### config.mk
export PLATFORM = sky130hd
export DESIGN_NAME = text_console_flat
export DESIGN_NICKNAME = d
export VERILOG_FILES = /design/src/rtl/text_console_if.sv /design/src/rtl/text_console.sv /design/src/flat_wrapper.sv
export SDC_FILE = /design/constraint.sdc
export NUM_CORES = 1
export LEC_CHECK = 0
export CAP_MARGIN = 5
export CORE_MARGIN = 5
export CORE_UTILIZATION = 30
export CTS_BUF_LIST = sky130_fd_sc_hd__clkbuf_8
export DETAILED_ROUTE_END_ITERATION = 7
export HOLD_SLACK_MARGIN = 0.03
export PLACE_DENSITY = 0.51
export SLEW_MARGIN = 40
export SYNTH_ARGS = -nofsm -noshare
export SYNTH_HDL_FRONTEND = slang
export SYNTH_SLANG_ARGS = --single-unit
export TNS_END_PERCENT = 20
### constraint.sdc
create_clock -name clock -period 4.2 [get_ports clock]
set_clock_uncertainty 0.15 [all_clocks]
set_input_delay 0.84 -clock clock [delete_from_list [all_inputs] [get_ports clock]]
set_output_delay 0.84 -clock clock [all_outputs]
set_load 0.01 [all_outputs]
### src/rtl/text_console_if.sv
// Byte-stream input, video RAM port and display-side status of the text console.
interface text_console_if;
    logic [7:0]  in_data;
    logic        in_valid;
    logic        in_ready;
    logic [7:0]  in_attr;
    logic [11:0] mem_address;
    logic [7:0]  mem_wdata;
    logic        mem_we;
    logic [7:0]  mem_rdata;
    logic [10:0] cursor;
    logic        busy;

    // Upstream byte source plus the RAM/display side.
    modport master (
        output in_data, in_valid, in_attr, mem_rdata,
        input  in_ready, mem_address, mem_wdata, mem_we, cursor, busy
    );

    // The console itself.
    modport slave (
        input  in_data, in_valid, in_attr, mem_rdata,
        output in_ready, mem_address, mem_wdata, mem_we, cursor, busy
    );
endinterface

### src/rtl/text_console.sv
// Character-stream front end: turns bytes into char/attr writes in the text
// video RAM, tracks the cursor, and performs hardware scroll and clear.
module text_console #(
    parameter int unsigned COLS      = 80,
    parameter int unsigned ROWS      = 25,
    parameter logic [7:0]  FILL_CHAR = 8'h20
) (
    input  logic          clock,
    input  logic          reset_n,
    text_console_if.slave bus
);

    localparam int unsigned AW           = 12;
    localparam int unsigned CW           = 11;
    localparam int unsigned COL_W        = $clog2(COLS);
    localparam int unsigned ROW_W        = $clog2(ROWS);
    localparam int unsigned ROW_BYTES    = 2 * COLS;
    localparam int unsigned SCREEN_BYTES = 2 * COLS * ROWS;

    localparam logic [AW-1:0]    ROW_STEP   = AW'(ROW_BYTES);
    localparam logic [AW-1:0]    COPY_NEXT  = AW'(ROW_BYTES + 1);
    localparam logic [AW-1:0]    LAST_COPY  = AW'(SCREEN_BYTES - ROW_BYTES - 1);
    localparam logic [AW-1:0]    FILL_START = AW'(SCREEN_BYTES - ROW_BYTES);
    localparam logic [AW-1:0]    LAST_BYTE  = AW'(SCREEN_BYTES - 1);
    localparam logic [AW-1:0]    ONE_ADDR   = AW'(1);
    localparam logic [COL_W-1:0] LAST_COL   = COL_W'(COLS - 1);
    localparam logic [COL_W-1:0] ONE_COL    = COL_W'(1);
    localparam logic [ROW_W-1:0] LAST_ROW   = ROW_W'(ROWS - 1);
    localparam logic [ROW_W-1:0] ONE_ROW    = ROW_W'(1);

    localparam logic [7:0] CODE_BS = 8'h08;
    localparam logic [7:0] CODE_LF = 8'h0A;
    localparam logic [7:0] CODE_FF = 8'h0C;
    localparam logic [7:0] CODE_CR = 8'h0D;

    typedef enum logic [2:0] {
        IDLE,
        WCHR,
        WATR,
        SCRD,
        SCWR,
        FILL,
        CLR
    } state_t;

    state_t           state, state_nxt;
    logic [COL_W-1:0] col, col_nxt;
    logic [ROW_W-1:0] row, row_nxt;
    logic [7:0]       attr, attr_nxt;
    logic [AW-1:0]    address, address_nxt;
    logic [7:0]       wdata, wdata_nxt;
    logic             we, we_nxt;
    logic             copy, copy_nxt;
    logic             ready, ready_nxt;
    logic             busy_r, busy_nxt;
    logic [CW-1:0]    cursor_r, cursor_nxt;

    // State, position and registered outputs.
    always_ff @(posedge clock or negedge reset_n) begin
        if (!reset_n) begin
            state    <= IDLE;
            col      <= '0;
            row      <= '0;
            attr     <= '0;
            address  <= '0;
            wdata    <= '0;
            we       <= 1'b0;
            copy     <= 1'b0;
            ready    <= 1'b1;
            busy_r   <= 1'b0;
            cursor_r <= '0;
        end else begin
            state    <= state_nxt;
            col      <= col_nxt;
            row      <= row_nxt;
            attr     <= attr_nxt;
            address  <= address_nxt;
            wdata    <= wdata_nxt;
            we       <= we_nxt;
            copy     <= copy_nxt;
            ready    <= ready_nxt;
            busy_r   <= busy_nxt;
            cursor_r <= cursor_nxt;
        end
    end

    // Next state, next position and next values of the registered outputs.
    always_comb begin
        state_nxt   = state;
        col_nxt     = col;
        row_nxt     = row;
        attr_nxt    = attr;
        address_nxt = address;
        wdata_nxt   = wdata;
        we_nxt      = 1'b0;
        copy_nxt    = 1'b0;
        ready_nxt   = 1'b0;
        busy_nxt    = 1'b0;

        unique case (state)
            IDLE: begin
                ready_nxt = 1'b1;
                if (bus.in_valid && ready) begin
                    attr_nxt = bus.in_attr;
                    unique case (bus.in_data)
                        CODE_CR: col_nxt = '0;
                        CODE_BS: begin
                            if (col != '0) col_nxt = col - ONE_COL;
                        end
                        CODE_LF: begin
                            if (row == LAST_ROW) begin
                                state_nxt   = SCRD;
                                address_nxt = ROW_STEP;
                                ready_nxt   = 1'b0;
                                busy_nxt    = 1'b1;
                            end else begin
                                row_nxt = row + ONE_ROW;
                            end
                        end
                        CODE_FF: begin
                            state_nxt   = CLR;
                            col_nxt     = '0;
                            row_nxt     = '0;
                            address_nxt = '0;
                            wdata_nxt   = FILL_CHAR;
                            we_nxt      = 1'b1;
                            ready_nxt   = 1'b0;
                            busy_nxt    = 1'b1;
                        end
                        default: begin
                            state_nxt   = WCHR;
                            address_nxt = {cursor_r, 1'b0};
                            wdata_nxt   = bus.in_data;
                            we_nxt      = 1'b1;
                            ready_nxt   = 1'b0;
                        end
                    endcase
                end
            end

            WCHR: begin
                state_nxt   = WATR;
                address_nxt = {cursor_r, 1'b1};
                wdata_nxt   = attr;
                we_nxt      = 1'b1;
            end

            WATR: begin
                if (col == LAST_COL) begin
                    col_nxt = '0;
                    if (row == LAST_ROW) begin
                        state_nxt   = SCRD;
                        address_nxt = ROW_STEP;
                        busy_nxt    = 1'b1;
                    end else begin
                        row_nxt   = row + ONE_ROW;
                        state_nxt = IDLE;
                        ready_nxt = 1'b1;
                    end
                end else begin
                    col_nxt   = col + ONE_COL;
                    state_nxt = IDLE;
                    ready_nxt = 1'b1;
                end
            end

            // Read one row below; the byte arrives while the write address is out.
            SCRD: begin
                state_nxt   = SCWR;
                address_nxt = address - ROW_STEP;
                we_nxt      = 1'b1;
                copy_nxt    = 1'b1;
                busy_nxt    = 1'b1;
            end

            SCWR: begin
                busy_nxt = 1'b1;
                if (address == LAST_COPY) begin
                    state_nxt   = FILL;
                    address_nxt = FILL_START;
                    wdata_nxt   = FILL_CHAR;
                    we_nxt      = 1'b1;
                end else begin
                    state_nxt   = SCRD;
                    address_nxt = address + COPY_NEXT;
                end
            end

            // Fill/clear: even bytes get the fill char, odd bytes the attribute.
            FILL, CLR: begin
                if (address == LAST_BYTE) begin
                    state_nxt = IDLE;
                    ready_nxt = 1'b1;
                end else begin
                    address_nxt = address + ONE_ADDR;
                    wdata_nxt   = address[0] ? FILL_CHAR : attr;
                    we_nxt      = 1'b1;
                    busy_nxt    = 1'b1;
                end
            end

            default: begin
                state_nxt = IDLE;
                ready_nxt = 1'b1;
            end
        endcase

        cursor_nxt = CW'(row_nxt) * CW'(COLS) + CW'(col_nxt);
    end

    // Copy phase forwards the RAM read data straight into the write port,
    // since the byte only exists in the cycle its write happens.
    assign bus.mem_wdata   = copy ? bus.mem_rdata : wdata;
    assign bus.mem_address = address;
    assign bus.mem_we      = we;
    assign bus.in_ready    = ready;
    assign bus.busy        = busy_r;
    assign bus.cursor      = cursor_r;

endmodule

### src/flat_wrapper.sv
// flat-port wrapper written by rule: the top's interface ports become plain ports
module text_console_flat 
#(
    parameter int unsigned COLS      = 80,
    parameter int unsigned ROWS      = 25,
    parameter logic [7:0]  FILL_CHAR = 8'h20
)
  (clock, reset_n, bus_in_data, bus_in_valid, bus_in_attr, bus_mem_rdata, bus_in_ready, bus_mem_address, bus_mem_wdata, bus_mem_we, bus_cursor, bus_busy);
  text_console_if bus_i ();
  input  logic clock;
  input  logic reset_n;
  input wire logic [$bits(bus_i.in_data)-1:0] bus_in_data;
  input wire logic [$bits(bus_i.in_valid)-1:0] bus_in_valid;
  input wire logic [$bits(bus_i.in_attr)-1:0] bus_in_attr;
  input wire logic [$bits(bus_i.mem_rdata)-1:0] bus_mem_rdata;
  output wire logic [$bits(bus_i.in_ready)-1:0] bus_in_ready;
  output wire logic [$bits(bus_i.mem_address)-1:0] bus_mem_address;
  output wire logic [$bits(bus_i.mem_wdata)-1:0] bus_mem_wdata;
  output wire logic [$bits(bus_i.mem_we)-1:0] bus_mem_we;
  output wire logic [$bits(bus_i.cursor)-1:0] bus_cursor;
  output wire logic [$bits(bus_i.busy)-1:0] bus_busy;
  assign bus_i.in_data = bus_in_data;
  assign bus_i.in_valid = bus_in_valid;
  assign bus_i.in_attr = bus_in_attr;
  assign bus_i.mem_rdata = bus_mem_rdata;
  assign bus_in_ready = bus_i.in_ready;
  assign bus_mem_address = bus_i.mem_address;
  assign bus_mem_wdata = bus_i.mem_wdata;
  assign bus_mem_we = bus_i.mem_we;
  assign bus_cursor = bus_i.cursor;
  assign bus_busy = bus_i.busy;
  text_console #(.COLS(COLS), .ROWS(ROWS), .FILL_CHAR(FILL_CHAR)) u_core (.clock(clock), .reset_n(reset_n), .bus(bus_i));
endmodule
# Word level (Yosys, flattened, before mapping)
# Index checks and enable logic that the tools add are counted.
# totals
in_bits,27
wordCells,106
ff_bits,58
out_inout_bits,34
# classes
addsub,7
n_eq_ne,22
mul,1
n_reduce_logical,16
mux,49
# op_table
operator,n
12-bit one-hot mux with 6 select lines,1
12-bit 2-to-1 mux,5
8-bit 2-to-1 mux,5
12-bit one-hot mux with 3 select lines,1
"8-bit by 4-bit equality test with 1-bit output, second input constant",4
8-bit one-hot mux with 4 select lines,1
7-bit one-hot mux with 2 select lines,2
"12-bit equality test, second input constant",2
7-bit 2-to-1 mux,3
5-bit one-hot mux with 2 select lines,2
3-bit one-hot mux with 6 select lines,1
8-bit one-hot mux with 2 select lines,1
5-bit 2-to-1 mux,3
"12-bit by 1-bit adder with 12-bit output, second input constant",1
"12-bit by 8-bit adder with 12-bit output, second input constant",1
1-bit 2-to-1 mux,12
3-bit 2-to-1 mux,4
1-bit one-hot mux with 4 select lines,3
"12-bit by 8-bit subtractor with 12-bit output, second input constant",1
11-bit by 7-bit adder with 11-bit output,1
5-bit AND reduction,2
2-bit OR reduction,5
"3-bit equality test, second input constant",3
3-bit one-hot mux with 3 select lines,1
21 further kinds,30

# Logic depth before layout (Yosys ltp)
# logic_depth
depth_word,7
depth_mapped,16
ltp_nobuf,15

# Worst setup path after synthesis
# Ideal clock, no wire load.
# synth_path
path_kind,input to register
from,input bus_in_data[6]
to,register u_core.cursor_r[10] (netlist: u_core.bus.cursor[10])
path_stages,13
required_ns,3.970
n_path_buf,0
arrival_ns,3.629
slack_ns,0.341
setup_time_ns,0.080
path_cell_list,nor4_2 nand4_1 nor3_1 o21ai_1 a21o_1 a22o_1 ha_1 ha_1 inv_1 fa_1 nor3_1 xor2_1 xnor2_1
# synth_via
elab_chain_len,6
word_cells_on_any_way,13
cone_classes,1 x add/sub; 1 x mul; 4 x eq/ne; 6 x mux; 1 x reduce/logical
# synth_lines
item,line,source
"start, declared",flat_wrapper.sv:12,input wire logic [$bits(bus_i.in_data)-1:0] bus_in_data;
8-bit by 4-bit equality test with 1-bit output,text_console.sv:105,unique case (bus.in_data)
5-bit one-hot mux with 2 select lines *,text_console.sv:105,
5-bit 2-to-1 mux *,text_console.sv:103,if (bus.in_valid && ready) begin
5-bit one-hot mux with 2 select lines *,text_console.sv:100,unique case (state)
named net u_core.row_nxt[3],text_console.sv:48,"logic [ROW_W-1:0] row, row_nxt;"
5-bit by 3-bit multiplier with 7-bit output *,text_console.sv:208,cursor_nxt = CW'(row_nxt) * CW'(COLS) + CW'(col_nxt);
11-bit by 7-bit adder with 11-bit output *,text_console.sv:208,
named net u_core.cursor_nxt[10],text_console.sv:56,"logic [CW-1:0] cursor_r, cursor_nxt;"
"end signal, assigned",text_console.sv:83,cursor_r <= cursor_nxt;
"end, declared",text_console.sv:56,
# The timed path passes the listed nets; every way through them passes the cells marked *.
# A chain may end at the register's enable or synchronous reset.

# Worst setup path in the final report
# layout_path
from,input bus_in_data[7]
to,register u_core.cursor_r[10] (netlist: u_core.bus.cursor[10])
# Same word-level chain as after synthesis.

==> impl_metrics.json <==
{
  "status": "completed",
  "clockBufferDepth": 2,
  "fin_crit_ns": 4.074,
  "path_cells": "clkdlybuf4s50_1 -> nor4_4 -> nand4_1 -> nor3_1 -> o21ai_2 -> a21o_1 -> a22o_1 -> ha_1 -> ha_1 -> inv_1 -> fa_1 -> nor3_2 -> xor2_1 -> xnor2_1",
  "final.fill_count": 1565,
  "yosys_warnings": 0,
  "cp_data_required_time_ns": 4.32,
  "yosys_most_used_dff": "dfrtp_1",
  "synth_edf_count": 0,
  "place_ws_ns": -0.3021,
  "nets": 681,
  "tightest_slew_ns": 0.9172,
  "antenna_cells": 0,
  "antenna_found_initial": 0,
  "clock_latency_ns": 0.35,
  "maxSlewViolCount": 0,
  "synth_compound_area_share_pct": 24.88,
  "drv_cap": 0,
  "remaining_drc_errors": 0,
  "grt_pass1_wl_um": 25380,
  "path_clk_slew_ns": 0.12,
  "cts_setup_buffers": 0,
  "layout-drive-gt1-share_pct": 16.06,
  "synth.net_count": 607,
  "area.sequential_mm2": 0.001353,
  "synth_top_area_share_pct": 28.36,
  "yosys.area_share.simple_pct": 24.16,
  "die_h_um": 134.9,
  "fp-row-count": 45,
  "die_area_mm2": 0.01819,
  "r2r_cells": 14,
  "placed_cells": 838,
  "p_leak_nw": 2.383,
  "setup-violations-final": 0,
  "synth.most_common_cell": "dfrtp_1",
  "cp_common_cell": "ha_1",
  "vias": 4676,
  "grt_pass1_vias": 4528,
  "avgViaCountPerCell": 5.527,
  "routabilityCongestion": 0.8806,
  "r2r-end": "u_core.bus.cursor[10]",
  "reg2reg_slack_ns": 0.44,
  "area_growth_pct": 24.91,
  "cts_tree": "done",
  "critical_path.max_fanout": 5,
  "post_drt_wl_per_cell_um": 18.71,
  "setup_tns_ns": 0,
  "ir_worst_vdd_mv": 0.2661,
  "syn_area_mm2": 0.004677,
  "synth_top_family_by_area": "compound AO/OA/AOI/OAI gates",
  "fin_cells": 846,
  "syn_area_per_cell_um2": 8.352,
  "fp.dieW_um": 134.9,
  "cts_resized": 0,
  "synth_common_cells": "dfrtp_1, nand2_1, a21oi_1, o21ai_0, nor2_1",
  "ys_types": 84,
  "total_power_mw": 3.887,
  "synthAdderAreaFrac_pct": 5.886,
  "synth_seq_area_share_pct": 28.92,
  "synth-xor-area-share_pct": 2.996,
  "drt-initial-drc-count": 503,
  "cts_root_buf": "clkbuf_8",
  "multi_input_area_mm2": 0.003063,
  "grtUsageTotal_pct": 17.57,
  "finalWirelength_um": 15830,
  "numCtsBuffers": 5,
  "startpoint_type": "primary input",
  "synth_area_leaders": "dfrtp_1, ha_1, nand2_1",
  "drtPass1Iterations": 5,
  "synth.ff_latch_count": 54,
  "cts.hold.buffers_added": 0,
  "post-synth-top-area-cell": "dfrtp_1",
  "synthMuxAreaShare_pct": 6.902,
  "critPathTopFamily": "simple AND/OR/NAND/NOR gates",
  "relSlewSlack_pct": 38.29,
  "hold_viol": 0,
  "core-area_mm2": 0.01526,
  "ios": 61,
  "crit_buf_inv": 2,
  "overflow": 0,
  "port_buffers": 60,
  "postSynthCellCount": 560,
  "slowest_delay_ns": 0.47,
  "grt_max_degree": 37,
  "cts_max_level": 2,
  "critPathKind": "in -> reg",
  "critPathSlowestCell": "clkdlybuf4s50_1",
  "clock_sinks": 54,
  "period_share_pct": 97.00,
  "max_freq_mhz": 245.5,
  "ys_async_sr_fraction_pct": 100.0,
  "postRouteAntennaNets": 0,
  "powerDensity_mw_per_mm2": 665.4,
  "dp_hpwl_um": 11950,
  "worstPathArrival_ns": 4.20,
  "setup_ws_ns": 0.1261,
  "initial_utilization_pct": 30.65,
  "crit_path_end_kind": "flip-flop",
  "min_path_type": "in -> async"
}
==> worst max path at each step <==
stage | startpoint | to | slack (ns) | cells past startpoint
finish | bus_in_data[7] | u_core.bus.cursor[10] | 0.13 | 14
CTS | bus_in_data[6] | u_core.bus.cursor[9] | 0.06 | 15
global placement | bus_in_data[6] | u_core.bus.cursor[10] | -0.26 | 14
global route | bus_in_data[5] | u_core.bus.cursor[10] | -0.06 | 14
detailed placement | bus_in_data[6] | u_core.bus.cursor[9] | -0.30 | 15
floorplan | bus_in_data[6] | u_core.bus.cursor[10] | 0.34 | 13
==> power by group <==
group          internal [mW]  switching, mW
Combinational           1.16           1.33
Clock                  0.125          0.220
Sequential             0.719          0.327
Total                   2.01           1.88
==> metal layers <==
| metal | vias up | GRT usage (%) | share of wire [%] |
|---|---|---|---|
| met5 | - | 0 | 0 |
| met4 | 0 | 4.242 | 1.3 |
| met3 | 12 | 2.496 | 4.3 |
| met2 | 120 | 28.24 | 48 |
| met1 | 2316 | 24.93 | 47 |
| li1 | 2228 | - | - |
==> through the flow <==
stage | cell area (µm²) | util (%) | hold slack, ns
6_report | 5842 | 38.29 | 0.3242
5_1_grt | 5842 | 38.29 | 0.3638
3_5_place_dp | 5720 | 37.49 | 0.3510
3_3_place_gp | 5713 | 37.44 | 0.3460
2_1_floorplan | 4677 | - | 0.3279
4_1_cts | 5818 | 38.13 | 0.3450
==> registers in the layout, indices dropped and copies added, names as in the netlist, 3 cells and up, named ones only <==
| signal | flops |
|---|---|
| u_core.row | 5 |
| u_core.wdata | 8 |
| u_core.col | 3 |
| u_core.bus.mem_address | 12 |
| u_core.attr | 8 |
| u_core.state | 3 |
| u_core.bus.cursor | 7 |
==> cells by family (layout without fill, tap and decap cells) <==
logic type | after synthesis | count (layout)
compound gates | 171 | 171
xor+xnor | 16 | 16
fa+ha+maj | 21 | 21
buf+inv | 67 | 142
flops | 54 | 54
mux | 27 | 27
simple gates | 204 | 204
==> layout by cell type, fill, tap and decap left out, types with 9 or more instances in the layout <==
master           count
a21oi_1             38
a22o_1              12
and3_1              10
buf_4               51
clkdlybuf4s50_1     59
dfrtp_1             53
ha_1                18
inv_1               22
mux2_2              14
nand2_1             51
nand2b_1            10
nand3_1             21
nor2_1              33
nor2b_1             10
nor3_1              10
nor4_1               9
o21ai_0             36
xor2_1               9
==> area by class of cell <==
| type | instances | share of cell area, % |
|---|---|---|
| flip-flops and latches | 54 | 23.15 |
| clock buffers | 5 | 1.178 |
| multi-input cells | 439 | 52.43 |
| well taps | 211 | 4.519 |
| repair buffers | 111 | 16.75 |
| inverters | 23 | 1.478 |
| clock inverters | 3 | 0.4926 |
Power figures use the tool's default switching activity.
